--- src/rtl/lb_seq.sv ---
// lb_seq: line-buffer sequencer for a ping-pong pair of line buffers.
// The display side restarts on every LINE_START, flips the bank select and
// walks DISP_X across the visible line while enabling clear-after-read on the
// display bank. The render side accepts one sprite request at a time, loads
// the render bank address, then issues one write strobe per pixel strobe.
// Bank polarity: TMS0=1 puts pair 1 on display and pair 2 on render,
// TMS0=0 puts pair 2 on display and pair 1 on render.
module lb_seq #(
    parameter int LINE_PIX = 320
) (
    input  logic       CLK,
    input  logic       nRST,
    input  logic       PIX_EN,
    input  logic       LINE_START,
    input  logic       VBLANK,
    input  logic       SPR_VALID,
    input  logic [7:0] SPR_X,
    input  logic [3:0] SPR_LEN,
    output logic       SPR_READY,
    output logic       TMS0,
    output logic       LD1,
    output logic       LD2,
    output logic       SS1,
    output logic       SS2,
    output logic [7:0] LB_ADDR,
    output logic       WE_R,
    output logic [7:0] OVR_CNT
);

    localparam logic [8:0] LINE_END = 9'(LINE_PIX);

    typedef enum logic [1:0] {IDLE, LOAD, WRITE} state_t;

    state_t     state;
    state_t     state_nx;
    logic       line_start_p0;
    logic       tms0_nx;
    logic [8:0] disp_x;
    logic [8:0] disp_x_nx;
    logic [3:0] rem;
    logic       accept;
    logic       abort;

    // Next-state values shared by the display and render registers
    always_comb begin
        tms0_nx   = line_start_p0 ? ~TMS0 : TMS0;
        disp_x_nx = disp_x;
        if (line_start_p0)
            disp_x_nx = '0;
        else if (PIX_EN && (disp_x < LINE_END))
            disp_x_nx = disp_x + 9'd1;

        // A handshake that collides with a new line is dropped: the bank it
        // was aimed at is about to become the display bank.
        accept = SPR_VALID & SPR_READY & ~LINE_START;
        abort  = LINE_START & (state != IDLE);

        state_nx = state;
        case (state)
            IDLE:    if (accept) state_nx = LOAD;
            LOAD:    state_nx = abort ? IDLE : WRITE;
            WRITE:   if (abort || (PIX_EN && (rem == 4'd0))) state_nx = IDLE;
            default: state_nx = IDLE;
        endcase
    end

    // Display side: bank flip, display pixel counter and clear-after-read enables
    always_ff @(posedge CLK or negedge nRST) begin
        if (!nRST) begin
            line_start_p0 <= 1'b0;
            TMS0          <= 1'b0;
            disp_x        <= LINE_END;
            SS1           <= 1'b0;
            SS2           <= 1'b0;
        end else begin
            line_start_p0 <= LINE_START;
            TMS0          <= tms0_nx;
            disp_x        <= disp_x_nx;
            SS1           <= (disp_x_nx < LINE_END) & ~VBLANK & tms0_nx;
            SS2           <= (disp_x_nx < LINE_END) & ~VBLANK & ~tms0_nx;
        end
    end

    // Render FSM with registered handshake, load strobes, write strobe and abort count
    always_ff @(posedge CLK or negedge nRST) begin
        if (!nRST) begin
            state     <= IDLE;
            rem       <= 4'd0;
            SPR_READY <= 1'b0;
            LD1       <= 1'b0;
            LD2       <= 1'b0;
            LB_ADDR   <= 8'h00;
            WE_R      <= 1'b0;
            OVR_CNT   <= 8'h00;
        end else begin
            state     <= state_nx;
            // Ready is withheld on a LINE_START edge so that the display load
            // issued on the following edge never meets a render load.
            SPR_READY <= (state_nx == IDLE) & ~VBLANK & ~LINE_START;
            WE_R      <= (state == WRITE) & PIX_EN & ~LINE_START;
            LD1       <= 1'b0;
            LD2       <= 1'b0;

            if (line_start_p0) begin
                LB_ADDR <= 8'h00;
                LD1     <= tms0_nx;
                LD2     <= ~tms0_nx;
            end else if (accept) begin
                // The render bank is fixed here by TMS0 at accept time.
                LB_ADDR <= SPR_X;
                LD1     <= ~TMS0;
                LD2     <= TMS0;
                rem     <= SPR_LEN;
            end

            if ((state == WRITE) && PIX_EN && !LINE_START && (rem != 4'd0))
                rem <= rem - 4'd1;

            if (abort && (OVR_CNT != 8'hFF))
                OVR_CNT <= OVR_CNT + 8'd1;
        end
    end

endmodule

--- config.mk ---
export PLATFORM = sky130hd
export DESIGN_NAME = lb_seq
export DESIGN_NICKNAME = d
export VERILOG_FILES = /design/src/rtl/lb_seq.sv
export SDC_FILE = /design/constraint.sdc
export NUM_CORES = 1
export LEC_CHECK = 0
export CAP_MARGIN = 15
export CORE_AREA = 8 8 70 72
export CTS_CLUSTER_DIAMETER = 100
export DETAILED_ROUTE_END_ITERATION = 12
export DIE_AREA = 0 0 78 80
export PLACE_DENSITY = 0.81
export SYNTH_ARGS = -nofsm -noshare
export SYNTH_HDL_FRONTEND = slang
export SYNTH_SLANG_ARGS = --single-unit
--- constraint.sdc ---
create_clock -name CLK -period 1.9 [get_ports CLK]
set_clock_uncertainty 0.1 [all_clocks]
set_input_delay 0.38 -clock CLK [delete_from_list [all_inputs] [get_ports CLK]]
set_output_delay 0.38 -clock CLK [all_outputs]
set_load 0.01 [all_outputs]
==> results of run 1 <==
## area by class of cell
class | instances | share of cell area (%)
clock buffers | 7 | 3.11
clock inverters | 1 | 0.204
inverters | 5 | 0.765
multi-input cells | 120 | 32.2
flip-flops and latches | 39 | 39.9
well taps | 50 | 2.55
repair buffers | 57 | 21.3
## power breakdown
| group | internal [W] | leakage (nW) | switching [W] | total (W) |
|---|---|---|---|---|
| Combinational | 0.000271 | 0.513 | 0.000226 | 0.000497 |
| Sequential | 0.000943 | 0.509 | 0.000109 | 0.00105 |
| Clock | 0.000257 | 0.0422 | 0.000270 | 0.000527 |
| Total | 0.00147 | 1.06 | 0.000605 | 0.00208 |
## how the worst max path moves through the flow
| stage | slack (ns) | to |
|---|---|---|
| floorplan | 0.28 | SS2$_DFF_PN0_ |
| global placement | -0.10 | SS2$_DFF_PN0_ |
| detailed placement | -0.18 | rem[1]$_DFFE_PN0P_ |
| CTS | 0.07 | OVR_CNT[6] |
| global route | 0.006 | rem[1]$_DFFE_PN0P_ |
| finish | 0.09 | OVR_CNT[2] |
## worst reg2reg max path: stages (launching register included)
cell and delay, ns:
dfrtp_1 0.45, o21a_1 0.29, nor3b_2 0.24, mux2_2 0.37
a211oi_1 0.20
## cells in the final DEF (no fill, tap or decap), types with 5 or more instances in the layout
cell	n
clkdlybuf4s50_1	39
dfrtp_1	37
nand2_1	21
buf_4	17
nor2_1	15
a21oi_1	13
xnor2_1	8
nand3_1	7
xor2_1	7
inv_1	5
mux2i_1	5
clkbuf_8	5
## metrics by stage
| stage | util [%] | instance area (um^2) | total power (W) | instances | hold slack (ns) |
|---|---|---|---|---|---|
| floorplan | - | 1800 | 0.00128 | 168 | -0.0156 |
| global placement | 61.5 | 2370 | 0.00154 | 271 | 0.358 |
| detailed placement | 61.5 | 2370 | 0.00157 | 271 | 0.362 |
| CTS | 63.6 | 2450 | 0.00211 | 279 | 0.0475 |
| global route | 63.6 | 2450 | 0.00220 | 279 | 0.0829 |
| finish | 63.6 | 2450 | 0.00208 | 279 | 0.0325 |
## kinds of logic (layout without fill, tap and decap cells)
kind of cell / after synthesis / after routing / synth area share [%]
multiplexers: 7 / 7 / 4.03
buffers and inverters: 9 / 70 / 1.87
adder cells (fa/ha/maj): 4 / 4 / 2.78
AND/OR/NAND/NOR: 67 / 67 / 19.0
XOR/XNOR: 15 / 15 / 7.29
AO/OA/AOI/OAI: 27 / 27 / 10.8
flip-flops: 39 / 39 / 54.3
## flip-flops by register name (all words and copies together), names as in the netlist
register	cells
SS2	1
disp_x	9
LD2	1
OVR_CNT	8
SS1	1
LD1	1
line_start_p0	1
TMS0	1
WE_R	1
state	2
SPR_READY	1
rem	4
LB_ADDR	8
## routing by layer
| layer | track usage, % | part of all wire [%] |
|---|---|---|
| met2 | 24.0 | 51 |
| met3 | 4.62 | 6.8 |
| met1 | 15.5 | 40 |
| met4 | 8.15 | 2.3 |
| met5 | 0 | 0 |
==> impl_metrics.yaml, run 1 <==
synth:
  yosys.area.top_type: "dfrtp_1"
  async_reset_ff_share_pct: 100
  synth_top_area_share_pct: 51.4
  ys.flop_type: "dfrtp_1"
  yosysSeqAreaShare_pct: 54.3
  synth_most_common_cell: "dfrtp_1"
  yosys_warnings: 0
  synth_edf_count: 0
  syn_area_mm2: 0.00180
  ys_ff_latch: 39
  synth.area.top_cells: "dfrtp_1 51%, nand2_1 4.4%, xnor2_1 3.9%"
  yosys-top-cells-count: "37 x dfrtp_1, 21 x nand2_1, 15 x nor2_1"
  netlist_instances: 168
  synth_fp_nets: 190
  synth.avg_cell_area_um2: 10.7
  ys_types: 36
worst_setup_path:
  crit_chain: "clkdlybuf4s50_1"
  cp-end-kind: "primary output"
  worst_path_dominant_cell_family: "buffers and inverters"
  cp.required_ns: 1.42
  r2r_cells: 4
  worstReg2RegEnd: "SS2$_DFF_PN0_"
  critPathMaxFanout: 6
  regToRegStartpoint: "disp_x[7]$_DFF_PN0_"
  worst-path-stages: 1
  crit_type: "reg -> out"
  r2r_slack_ns: 0.17
  critical_path.slowest_cell: "clkdlybuf4s50_1"
  critPathLaunchType: "register"
  crit_start: "OVR_CNT[2]$_DFFE_PN0P_"
  cp_slowest_stage_delay_ns: 0.58
  cp.arrival_ns: 1.33
  worstPathBufferInverterCount: 1
clock_network:
  cts_tree: "yes"
  cts_sinks: 39
  htreeDepth: 2
  clk_latency_ns: 0.29
  cts.clk_slew.worst_paths_ns: 0.07
  cts_resized: 0
  hold_buffers: 0
  cts_root_buf: "clkbuf_8"
  cts_made_buffers: 5
  cts_buffer_depth: 2
  post_cts_buffers: 0
route:
  drt-pass1-iter-count: 4
  vias_per_cell: 5.25
  route.detailed.drc: 0
  drtIter0Drc: 96
  vias: 1466
  ant_nets: 0
  drt_wl_total_mm: 4.12
  wire_per_inst_um: 14.8
layout:
  syn2layout_area_growth_pct: 36.2
  drive_gt1_share_pct: 14.4
  antenna_cells: 0
  fill_cells: 311
  nNetsFinal: 250
  multi_input_area_um2: 790
  seqCellArea_um2: 978
pwr:
  peakVddDrop_mv: 0.360
  power_density_mw_per_mm2: 846
  p_leak_nw: 1.06
grt:
  grt_max_degree: 40
  antenna_found_initial: 0
  grt.total_usage_pct: 14.2
  grt_overflow: 0
  grt_pass1_wl_mm: 7.06
  grt_pass1_vias: 1528
placement:
  place_hpwl_mm: 3.09
  gp_congestion: 0.835
  dp_slack_ns: -0.180
  io_buffer_count: 40
run:
  maxCapViolCount: 0
sta:
  fin_crit_ns: 1.81
  fmax_ghz: 0.553
  hold_viol: 0
  setup_viol_count_final: 0
  min_period_over_period_pct: 95.2
  slew_viol_final: 0
  fin_setup_tns_ns: 0
  tightestPinTransition_ns: 0.464
  rsz0062_at_grt: "false"
  slew_headroom_pct: 68.8
  postLayoutSetupSlackWorst_ns: 0.0915
status:
  status: "completed"
floorplan:
  coreArea_mm2: 0.00386
  fp.dieArea_mm2: 0.00624
  start_util_pct: 46.7
  io_pins: 41
  num_rows: 23
  die_y_um: 80
  die_x_um: 78
hold_path:
  hold_path_class: "in -> async"
Power figures use the tool's default switching activity.
==> run 2, diff against run 1 <==
- CORE_AREA: 8 8 70 72 -> 2 2 64 66
- DIE_AREA: 0 0 78 80 -> 0 0 66 68
==> run 2 against run 1 <==
  * Highest routed layer unchanged
  * Sequential share of layout area is 0.12 points lower
  * Critical endpoint is now OVR_CNT[6]
  * Flip-flop and latch count is the same
  * Critical path type unchanged
  * Cell count is 0.36% lower
==> impl_metrics.yaml, run 2 (synthesis gave the netlist of run 1 again) <==
status:
  status: "completed"
pwr:
  switchingPower_w: 0.000587
  peakVddDrop_mv: 0.490
  swShare_pct: 28.5
  p_leak_nw: 1.06
  finalPower_w: 0.00206
  clkPwrFrac_pct: 25.3
  internal_power_w: 0.00147
  seqPwrFrac_pct: 50.9
  power_density_mw_per_mm2: 838
  p_comb_share_pct: 23.9
sta:
  slew_viol_final: 0
  min_period_over_period_pct: 94.2
  hold_viol: 0
  fmax_ghz: 0.559
  rsz0062_at_grt: "false"
  slew_headroom_pct: 67.9
  postLayoutSetupSlackWorst_ns: 0.110
  fin_hold_ws_ns: 0.408
  tightestPinTransition_ns: 0.481
  setup_viol_count_final: 0
  fin_crit_ns: 1.79
layout:
  reg_top3: "disp_x: 9 flops, LB_ADDR: 8 flops, OVR_CNT: 8 flops"
  largest_register_ffs: 9
  final_common_cell: "clkdlybuf4s50_1"
  regMostFlops: "disp_x"
  antenna_cells: 0
  drive_gt1_share_pct: 13.6
  nNetsFinal: 249
  mostFrequentLayoutCells: "39 x clkdlybuf4s50_1, 37 x dfrtp_1, 21 x nand2_1, 15 x nor2_1, 14 x buf_4"
  syn2layout_area_growth_pct: 36.6
route:
  drt_wl_total_mm: 3.59
  vias: 1427
  drt-pass1-iter-count: 4
  route.detailed.drc: 0
  vias_per_cell: 5.13
  ant_nets: 0
  wire_per_inst_um: 12.9
  drtIter0Drc: 52
clock_network:
  cts_resized: 0
  htreeDepth: 2
  clk_latency_ns: 0.29
  cts_made_buffers: 5
  cts.clk_slew.worst_paths_ns: 0.07
  cts_tree: "yes"
  cts_sinks: 39
  hold_buffers: 1
  post_cts_buffers: 0
  cts_buffer_depth: 2
  cts_root_buf: "clkbuf_8"
floorplan:
  coreArea_mm2: 0.00386
  die_y_um: 68
  io_pins: 41
  fp.dieArea_mm2: 0.00449
  die_x_um: 66
  start_util_pct: 46.7
  num_rows: 23
grt:
  antenna_found_initial: 0
  grt_max_degree: 22
  grt_pass1_vias: 1387
  grt_overflow: 0
  grt_pass1_wl_mm: 6.31
  grt.total_usage_pct: 18.6
placement:
  dp_slack_ns: -0.160
  place_hpwl_mm: 2.74
  io_buffer_count: 40
  gp_congestion: 0.846
run:
  maxCapViolCount: 0
worst_setup_path:
  regToRegStartpoint: "disp_x[7]$_DFF_PN0_"
  worstReg2RegEnd: "SS2$_DFF_PN0_"
  r2r_slack_ns: 0.19
  cp_slowest_stage_delay_ns: 0.57
  cp.required_ns: 1.42
  critPathMaxFanout: 4
  cp-end-kind: "primary output"
  crit_chain: "clkdlybuf4s50_1"
  cp.arrival_ns: 1.31
  critPathLaunchType: "register"
  r2r_cells: 4
  worstPathBufferInverterCount: 1
  critical_path.slowest_cell: "clkdlybuf4s50_1"
  worst_path_dominant_cell_family: "buffers and inverters"
  crit_type: "reg -> out"
hold_path:
  hold_start: "OVR_CNT[5]$_DFFE_PN0P_"
  hold_end: "OVR_CNT[5]$_DFFE_PN0P_"
  hold_path_class: "reg -> reg"
  hold_path_depth: 1
## run 2: cell types whose count changed in the layout (fill, tap and decap cells not counted)
| cell | delta |
|---|---|
| buf_4 | -3 |
| dlygate4sd3_1 | +1 |
| buf_12 | +1 |
## run 2: cell type report
cell class | instances | area [um^2]
Clock buffer | 7 | 76.3
Multi-Input combinational cell | 120 | 790
Sequential cell | 39 | 978
Clock inverter | 1 | 5.00
Timing Repair Buffer | 56 | 531
Fill cell | 321 | 1400
Tap cell | 50 | 62.6
Inverter | 5 | 18.8
## run 2: routing by layer
metal / up-vias / wire length (um) / share of wire, % / GRT usage (%)
met5: - / 0 / 0 / 0
met4: 0 / 82 / 2.3 / 9.44
met3: 8 / 161 / 4.5 / 3.62
met2: 36 / 1720 / 48 / 30.3
met1: 684 / 1620 / 45 / 23.8
li1: 699 / - / - / -
## run 2: how the worst max path moves through the flow
| stage | startpoint | to | slack (ns) | depth (start not counted) |
|---|---|---|---|---|
| floorplan | disp_x[0]$_DFFE_PN0P_ | SS2$_DFF_PN0_ | 0.28 | 5 |
| global placement | PIX_EN | SS2$_DFF_PN0_ | -0.11 | 5 |
| detailed placement | PIX_EN | SS2$_DFF_PN0_ | -0.16 | 5 |
| CTS | OVR_CNT[6]$_DFFE_PN0P_ | OVR_CNT[6] | 0.1 | 1 |
| global route | PIX_EN | SS2$_DFF_PN0_ | 0.005 | 5 |
| finish | OVR_CNT[6]$_DFFE_PN0P_ | OVR_CNT[6] | 0.11 | 1 |
## run 2: power groups by stage
stage | Combinational, W | Clock, W | Sequential, W
4_1_cts | 0.000503 | 0.000546 | 0.00105
6_report | 0.000492 | 0.000521 | 0.00105
3_3_place_gp | 0.000479 | 0 | 0.00106
2_1_floorplan | 0.000200 | 0 | 0.00108
5_1_grt | 0.000561 | 0.000579 | 0.00106
3_5_place_dp | 0.000501 | 0 | 0.00106
## run 2: metrics by stage
step / TNS [ns] / cell area [um^2] / instances / util (%)
2_1_floorplan: 0 / 1800 / 168 / -
3_3_place_gp: -0.642 / 2370 / 269 / 61.5
3_5_place_dp: -1.13 / 2370 / 269 / 61.5
4_1_cts: 0 / 2460 / 278 / 63.8
5_1_grt: 0 / 2460 / 278 / 63.8
6_report: 0 / 2460 / 278 / 63.8
## run 2: worst reg2reg max path, delay by kind of cell, from the launching register on
kind | cells | cell delay (ns)
AOI/OAI and AO/OA | 2 | 0.48
DFF | 1 | 0.44
and+or+nand+nor | 1 | 0.22
muxes | 1 | 0.37
==> run 3, diff against run 2 <==
- clock period: 1.9 -> 1.8 ns (I/O delays scaled with it)
==> run 3 against run 2 <==
  * Critical path depth is the same
  * Global-route usage increased by 0.46 points
  * Core utilization is 0.84 points higher
  * Non-clock buffer count is 4 higher
  * First-iteration DRC count up 120%
  * Final area is 1.3% higher
  * Worst setup slack got worse by 0.049 ns
  * Largest cell class unchanged
  * Highest routed layer unchanged
==> impl_metrics.yaml, run 3 (synthesis gave the netlist of run 1 again) <==
status:
  status: "completed"
layout:
  drive_gt1_share_pct: 15.9
  final_common_cell: "clkdlybuf4s50_1"
  nNetsFinal: 253
  syn2layout_area_growth_pct: 38.4
  antenna_cells: 0
  instances_no_fill: 282
  largest_register_ffs: 9
  mostFrequentLayoutCells: "39 x clkdlybuf4s50_1, 35 x dfrtp_1, 21 x nand2_1, 18 x buf_4, 15 x nor2_1"
  reg_top3: "disp_x: 9 flops, LB_ADDR: 8 flops, OVR_CNT: 8 flops"
  regMostFlops: "disp_x"
  post-route-util_pct: 64.7
worst_setup_path:
  cp.arrival_ns: 1.28
  cp.required_ns: 1.34
  crit_type: "reg -> out"
  critPathLaunchType: "register"
  cp_slowest_stage_delay_ns: 0.56
  cp-end-kind: "primary output"
  worstPathBufferInverterCount: 1
  crit_chain: "clkdlybuf4s50_1"
  critPathMaxFanout: 3
  worst_path_dominant_cell_family: "buffers and inverters"
  critical_path.slowest_cell: "clkdlybuf4s50_1"
sta:
  rsz0062_at_grt: "false"
  postLayoutSetupSlackWorst_ns: 0.0612
  fin_crit_ns: 1.74
  hold_viol: 0
  fmax_ghz: 0.575
  slew_viol_final: 0
  setup_viol_count_final: 0
  min_period_over_period_pct: 96.6
  tightestPinTransition_ns: 0.486
  slew_headroom_pct: 67.6
grt:
  grt_pass1_wl_mm: 6.40
  grt_overflow: 0
  grt_pass1_vias: 1388
  grt.total_usage_pct: 19.0
  grt_max_degree: 21
  antenna_found_initial: 0
floorplan:
  coreArea_mm2: 0.00386
  die_x_um: 66
  fp.dieArea_mm2: 0.00449
  start_util_pct: 46.7
  num_rows: 23
  io_pins: 41
  die_y_um: 68
clock_network:
  cts_sinks: 39
  cts_made_buffers: 5
  cts_root_buf: "clkbuf_8"
  cts_buffer_depth: 2
  htreeDepth: 2
  cts.clk_slew.worst_paths_ns: 0.07
  clk_latency_ns: 0.29
  cts_tree: "yes"
placement:
  io_buffer_count: 40
  dp_cells: 273
  gp_congestion: 0.839
  place_hpwl_mm: 2.92
  dp_slack_ns: -0.214
route:
  wire_per_inst_um: 13.5
  drtIter0Drc: 115
  vias_per_cell: 5.27
  drt-pass1-iter-count: 4
  vias: 1485
  ant_nets: 0
  route.detailed.drc: 0
  drt_wl_total_mm: 3.80
pwr:
  power_density_mw_per_mm2: 883
  peakVddDrop_mv: 0.587
  p_leak_nw: 1.08
hold_path:
  hold_path_class: "reg -> reg"
run:
  maxCapViolCount: 0
==> run 3: changes by cell type in the layout (fill, tap and decap cells not counted) <==
cell     change
buf_4        +4
dfrtp_1      -2
dfrtp_2      +2
==> run 3: layout make-up <==
class	count	area (um^2)
tap	50	62.6
timing repair buffer	60	561
sequential	39	981
clock inverter	1	5.00
fill	325	1360
multi-input combinational	120	790
inverter	5	18.8
clock buffer	7	76.3
==> run 3: routing by layer <==
layer / track usage, % / part of all wire (%)
met4: 9.69 / 1.1
met2: 31.8 / 51
met3: 3.62 / 4.6
met1: 23.8 / 43
met5: 0 / 0
==> run 3: repair_timing <==
item                                    4_1_cts  5_1_grt
endpoints found under the hold margin        19        0
hold buffers                                  1        0
endpoints found under the setup margin        0        2
resized for setup                             0        2
setup buffers                                 0        0
==> run 3: stage by stage <==
stage	hold WS [ns]	power [W]	TNS, ns	area [um^2]
3_3_place_gp	0.242	0.00163	-1.60	2400
5_1_grt	0.420	0.00234	0	2490
2_1_floorplan	-0.0356	0.00135	0	1800
6_report	0.392	0.00220	0	2490
4_1_cts	0.406	0.00222	0	2490
3_5_place_dp	0.244	0.00166	-2.14	2400
==> run 3: power breakdown <==
group | switching [W] | internal (W) | total [W]
clock | 0.000290 | 0.000272 | 0.000562
combinational | 0.000237 | 0.000291 | 0.000528
sequential | 0.000114 | 0.000997 | 0.00111
total | 0.000642 | 0.00156 | 0.00220
==> run 3: path summary, 6_finish.rpt <==
check	start	end	slack [ns]	cells after the start
max in group asynchronous	nRST	disp_x[6]$_DFF_PN1_	0.59	3
worst min-delay path	OVR_CNT[5]$_DFFE_PN0P_	OVR_CNT[5]$_DFFE_PN0P_	0.39	1
worst max register to register	disp_x[0]$_DFFE_PN0P_	SS2$_DFF_PN0_	0.14	5
worst max-delay path	OVR_CNT[7]$_DFFE_PN0P_	OVR_CNT[7]	0.06	1
worst min register to register	OVR_CNT[5]$_DFFE_PN0P_	OVR_CNT[5]$_DFFE_PN0P_	0.39	1
min in group asynchronous	nRST	OVR_CNT[7]$_DFFE_PN0P_	0.46	2
